===== config.mk =====
export PLATFORM = sky130hd
export DESIGN_NAME = onehot_encode_serial
export DESIGN_NICKNAME = d
export VERILOG_FILES = /design/src/rtl/enc_pkg.sv /design/src/rtl/lsb_prio_enc.sv /design/src/rtl/onehot_encode_serial.sv
export SDC_FILE = /design/constraint.sdc
export NUM_CORES = 1
export LEC_CHECK = 0
export ABC_AREA = 0
export CAP_MARGIN = 20
export CORE_MARGIN = 4
export CORE_UTILIZATION = 51
export DETAILED_ROUTE_END_ITERATION = 7
export PLACE_DENSITY = 0.88
export SETUP_SLACK_MARGIN = 0.15
export SLEW_MARGIN = 15
export SYNTH_ARGS = -nofsm -noshare
export SYNTH_HDL_FRONTEND = slang
export SYNTH_SLANG_ARGS = --single-unit

===== constraint.sdc =====
create_clock -name clk -period 3.3 [get_ports clk]
set_input_delay 0.66 -clock clk [delete_from_list [all_inputs] [get_ports clk]]
set_output_delay 0.66 -clock clk [all_outputs]
set_load 0.01 [all_outputs]

===== src/rtl/enc_pkg.sv =====
// Shared widths and FSM state encoding for the serial one-hot encoder.
// Latency: n/a (declarations only).
// Backpressure: n/a.
package enc_pkg;

    localparam int DEF_IN_W  = 8;
    localparam int DEF_OUT_W = 3;

    typedef enum logic {
        IDLE = 1'b0,
        EMIT = 1'b1
    } state_t;

endpackage


===== src/rtl/lsb_prio_enc.sv =====
// Lowest-set-bit priority encoder: vector -> index of lowest set bit plus any-set flag.
// Latency: purely combinational.
// Backpressure: none (no handshake).
module lsb_prio_enc #(
    parameter int IN_W  = 8,
    parameter int OUT_W = 3
) (
    input  logic [IN_W-1:0]  vec_i,
    output logic [OUT_W-1:0] idx_o,
    output logic             any_o
);

    // Scan from the top so the lowest set bit is the last (winning) assignment.
    always_comb begin
        idx_o = '0;
        for (int i = IN_W - 1; i >= 0; i--) begin
            if (vec_i[i]) begin
                idx_o = OUT_W'(i);
            end
        end
        any_o = |vec_i;
    end

endmodule


===== src/rtl/onehot_encode_serial.sv =====
// Serialises an IN_W request vector into one index beat per set bit, lowest first.
// Latency: first beat valid the cycle after the vector is accepted; 1 beat/cycle.
// Backpressure: out_ready low holds the beat; in_ready only in IDLE or on an accepted last beat.
module onehot_encode_serial
    import enc_pkg::*;
#(
    parameter int IN_W  = DEF_IN_W,
    parameter int OUT_W = DEF_OUT_W
) (
    input  logic             clk,
    input  logic             rst_n,
    input  logic             in_valid,
    output logic             in_ready,
    input  logic [IN_W-1:0]  in_vec,
    output logic             out_valid,
    input  logic             out_ready,
    output logic [OUT_W-1:0] out_code,
    output logic             out_last,
    output logic             out_zero
);

    state_t            state_q, state_d;
    logic [IN_W-1:0]   pending_q, pending_d;
    logic              zero_q, zero_d;

    logic [OUT_W-1:0]  low_idx;
    logic              any_set;
    logic              single_bit;
    logic              emit;
    logic              last_beat;
    logic              in_xfer;
    logic              out_xfer;
    logic [IN_W-1:0]   clr_mask;

    lsb_prio_enc #(
        .IN_W  (IN_W),
        .OUT_W (OUT_W)
    ) u_enc (
        .vec_i (pending_q),
        .idx_o (low_idx),
        .any_o (any_set)
    );

    // Exactly one bit left: clearing the lowest set bit leaves nothing behind.
    assign single_bit = any_set && ((pending_q & (pending_q - IN_W'(1))) == '0);
    assign emit       = (state_q == EMIT);
    assign last_beat  = emit && (zero_q || single_bit);

    // Outputs come only from registered state, never from in_vec/in_valid.
    assign out_valid  = emit;
    assign out_code   = emit ? low_idx : '0;
    assign out_last   = last_beat;
    assign out_zero   = emit && zero_q;

    // Ready is forced low during reset; the last-beat case lets a new vector follow with no bubble.
    assign in_ready   = rst_n && (!emit || (last_beat && out_ready));
    assign in_xfer    = in_valid && in_ready;
    assign out_xfer   = emit && out_ready;

    assign clr_mask   = {{(IN_W-1){1'b0}}, 1'b1} << low_idx;

    // Next-state: load on input transfer, retire one bit per output transfer.
    always_comb begin
        state_d   = state_q;
        pending_d = pending_q;
        zero_d    = zero_q;
        case (state_q)
            IDLE: begin
                if (in_xfer) begin
                    pending_d = in_vec;
                    zero_d    = (in_vec == '0);
                    state_d   = EMIT;
                end
            end
            EMIT: begin
                if (out_xfer) begin
                    if (last_beat) begin
                        if (in_xfer) begin
                            pending_d = in_vec;
                            zero_d    = (in_vec == '0);
                            state_d   = EMIT;
                        end else begin
                            pending_d = '0;
                            zero_d    = 1'b0;
                            state_d   = IDLE;
                        end
                    end else begin
                        pending_d = pending_q & ~clr_mask;
                    end
                end
            end
            default: begin
                state_d   = IDLE;
                pending_d = '0;
                zero_d    = 1'b0;
            end
        endcase
    end

    // State and pending-vector registers; reset discards any vector in flight.
    always_ff @(posedge clk or negedge rst_n) begin
        if (!rst_n) begin
            state_q   <= IDLE;
            pending_q <= '0;
            zero_q    <= 1'b0;
        end else begin
            state_q   <= state_d;
            pending_q <= pending_d;
            zero_q    <= zero_d;
        end
    end

endmodule


==> flow_summary.yaml, run 1 <==
clocking:
  tritoncts: "done"
  cts_buffer_depth: 2
  postCtsHoldBufs: 0
  cts_made_buffers: 3
  cts_root_buffer: "clkbuf_4"
  clock_sinks: 10
  clk_pin_slew_ns: 0.06
  cts-htree-levels: 1
  insertion_delay_ns: 0.27
min_path:
  holdCritStartpoint: "pending_q[6]"
  hp-class: "reg2reg"
logic_synthesis:
  syn_area_per_cell_um2: 8.288
  synth-seq-area-share_pct: 32.47
  ys_ff_latch: 10
  ys.warnings.count: 0
  yosys.area_share.adder_pct: 0
  synthXorXnorAreaFrac_pct: 0
  synth_fp_nets: 105
  synthCells: 93
  post_synth_num_cell_types: 33
  synth_compound_area_share_pct: 31.33
  syn_area_um2: 770.7
  synth-simple-area-share_pct: 30.84
  synth.area.mux_share_pct: 0
  synth_top_family_by_area: "compound AO/OA/AOI/OAI gates"
power:
  p_per_area_mw_per_mm2: 983.8
  peakVddDrop_v: 0.0005768
  finalPower_mw: 1.011
  leakage_nw: 0.4292
timing:
  finalSetupViolCount: 0
  rsz0062_at_grt: "false"
  timing.final.crit_share_pct: 89.50
  clock-skew-final_ns: 0.002093
  setup_tns_ns: 0
  hold_violations: 0
  layout_min_cycle_time_ns: 2.954
  setup_slack_ns: 0.3464
  tightestPinTransition_ns: 0.6117
  slew_headroom_pct: 59.22
  holdWs_ns: 0.5979
  slew_viol_final: 0
  clock.fmax_ghz: 0.3386
run_status:
  outcome: "complete, no violations"
routing:
  ant_nets: 0
  vias_per_cell: 6.053
  dr.pass1.iters: 4
  wire_per_inst_um: 14.89
  routed_wl_um: 1950
  via_count: 793
  drc: 0
  drt_iter0_drc: 9
setup_path:
  path_cells: "nor4_4 -> buf_4 -> nand3b_1 -> a31oi_4 -> o21a_1 -> clkdlybuf4s50_1"
  arrival_ns: 2.29
  path_buf_inv: 2
  cp_top_family: "buffers and inverters"
  slowest_stage: "clkdlybuf4s50_1"
  cp_max_fo: 8
  critPathLaunch: "pending_q[0]"
  regToRegStartpoint: "pending_q[0]"
  slowest_delay_ns: 0.54
  critPathKind: "reg2out"
  timing.critical_path.required_ns: 2.64
  cp-end-kind: "output pin"
  start_kind: "register"
cells_and_area:
  insertedDiodeCount: 0
  drive_gt1_share_pct: 15.52
  area_growth_pct: 33.28
  fillers: 110
  final_area_mm2: 0.001027
  fin_nets: 129
floorplan:
  core-area_mm2: 0.001366
  die_h_um: 46.88
  die_w_um: 46.88
  start_util_pct: 56.41
  die_area_mm2: 0.002197
  io_pins: 19
  num_rows: 13
global_route:
  grt_usage_pct: 18.68
  antenna_found_initial: 0
  grt_max_degree: 15
  overflow: 0
  grt_pass1_wl_um: 2904
  grt_pass1_vias: 702
placement:
  dpl_worst_slack_ns: 0.4603
  gp_congestion: 0.8364
  dp_hpwl_um: 1423
  dpl_cell_area_um2: 939.7
  portBuffers: 18
job:
  drv_cap: 0
==> sequential cells by signal (all words and copies together), names as in the netlist <==
name / flops
zero_q: 1
pending_q: 8
out_valid: 1
==> report_power, final <==
part           switching, mW  internal [mW]
combinational          0.297          0.343
sequential            0.0930          0.168
clock                 0.0428         0.0671
total                  0.433          0.578
==> metrics by stage <==
stage	utilization, %	instances
6_report	75.18	131
5_1_grt	75.18	131
4_1_cts	71.43	126
3_5_place_dp	68.77	122
3_3_place_gp	68.77	122
2_1_floorplan	-	93
==> what timing repair did <==
item / in CTS / in global routing
hold endpoints to repair: 0 / 0
endpoints found under the setup margin: 0 / 2
resized for setup: 0 / 4
setup buffers: 0 / 5
==> cell families (layout without fill, tap and decap cells) <==
group,after synthesis,count (layout)
flops,10,10
compound gates,35,35
buf+inv,6,29
simple gates,42,42
==> layer usage <==
layer | vias to the layer above | track usage [%] | wire length (um)
met5 | - | 0 | 0
met4 | 0 | 6.630 | 53
met3 | 7 | 3.448 | 142
met2 | 38 | 33.88 | 950
met1 | 357 | 21.75 | 802
li1 | 391 | - | -
==> final cells by class <==
cell class / count / area [um^2] / area share (%)
multi-input cells: 77 / 488.0 / 47.50
clock buffers: 4 / 36.28 / 3.532
flip-flops and latches: 10 / 252.7 / 24.60
well taps: 15 / 18.77 / 1.827
inverters: 1 / 3.754 / 0.3654
repair buffers: 24 / 227.7 / 22.17
==> layout by cell type (no fill, tap or decap), types with 2 or more instances in the layout <==
cell             instances
nor4b_1                  2
nor2_1                   7
dfrtp_1                  8
clkdlybuf4s50_1         17
a31oi_4                  2
nor3_1                   3
o21ai_0                  2
nand2_1                 17
o211ai_1                 2
nor2b_1                  2
and3_1                   2
clkbuf_4                 3
a21oi_1                  7
a211oi_1                 2
buf_4                    6
nor4_1                   3
o21a_1                   2
o21ai_1                 11
dfrtp_2                  2
==> synthesized netlist by cell type, drive strengths merged <==
master | count | area share [%]
nand3b | 1 | 0.97
and2 | 1 | 0.81
o21ai | 13 | 8.4
nor2b | 2 | 1.6
nor4b | 2 | 2.3
o21a | 2 | 1.9
nor3 | 3 | 1.9
a31oi | 2 | 4.4
nor4 | 4 | 5.2
inv | 1 | 0.49
clkbuf | 2 | 0.97
o21bai | 1 | 0.97
a22o | 1 | 1.1
o21ba | 1 | 1.3
o211ai | 2 | 1.9
nand2 | 17 | 8.3
a311oi | 1 | 1.1
dfrtp | 10 | 32
buf | 3 | 3.9
o311a | 1 | 1.5
nand3 | 1 | 2.3
o221ai | 1 | 1.1
a21oi | 7 | 4.5
and3 | 2 | 1.6
nor2 | 7 | 3.4
nor3b | 1 | 0.97
a21boi | 1 | 0.97
a211oi | 2 | 1.9
or4 | 1 | 1.5
==> worst min-delay path: cells and delay by family (launching register included) <==
kind            cells  cell delay [ns]
flops               1             0.41
compound gates      1             0.09
simple gates        1             0.06
==> worst paths after layout <==
check,to,slack (ns),cells after the start
setup / recovery,out_last,0.35,6
hold / removal,pending_q[6],0.60,2
setup reg to reg,zero_q,1.41,7
hold reg to reg,pending_q[6],0.60,2
max in group asynchronous,pending_q[2],2.41,2
min in group asynchronous,pending_q[7],0.72,2
Note: power is estimated with default switching activity, not from simulation.
==> run 2: changes to the inputs <==
CTS_CLUSTER_SIZE = 16   (was unset)
==> results of run 2 <==
Same layout as run 1: the final DEF is identical, and so are final timing and power.
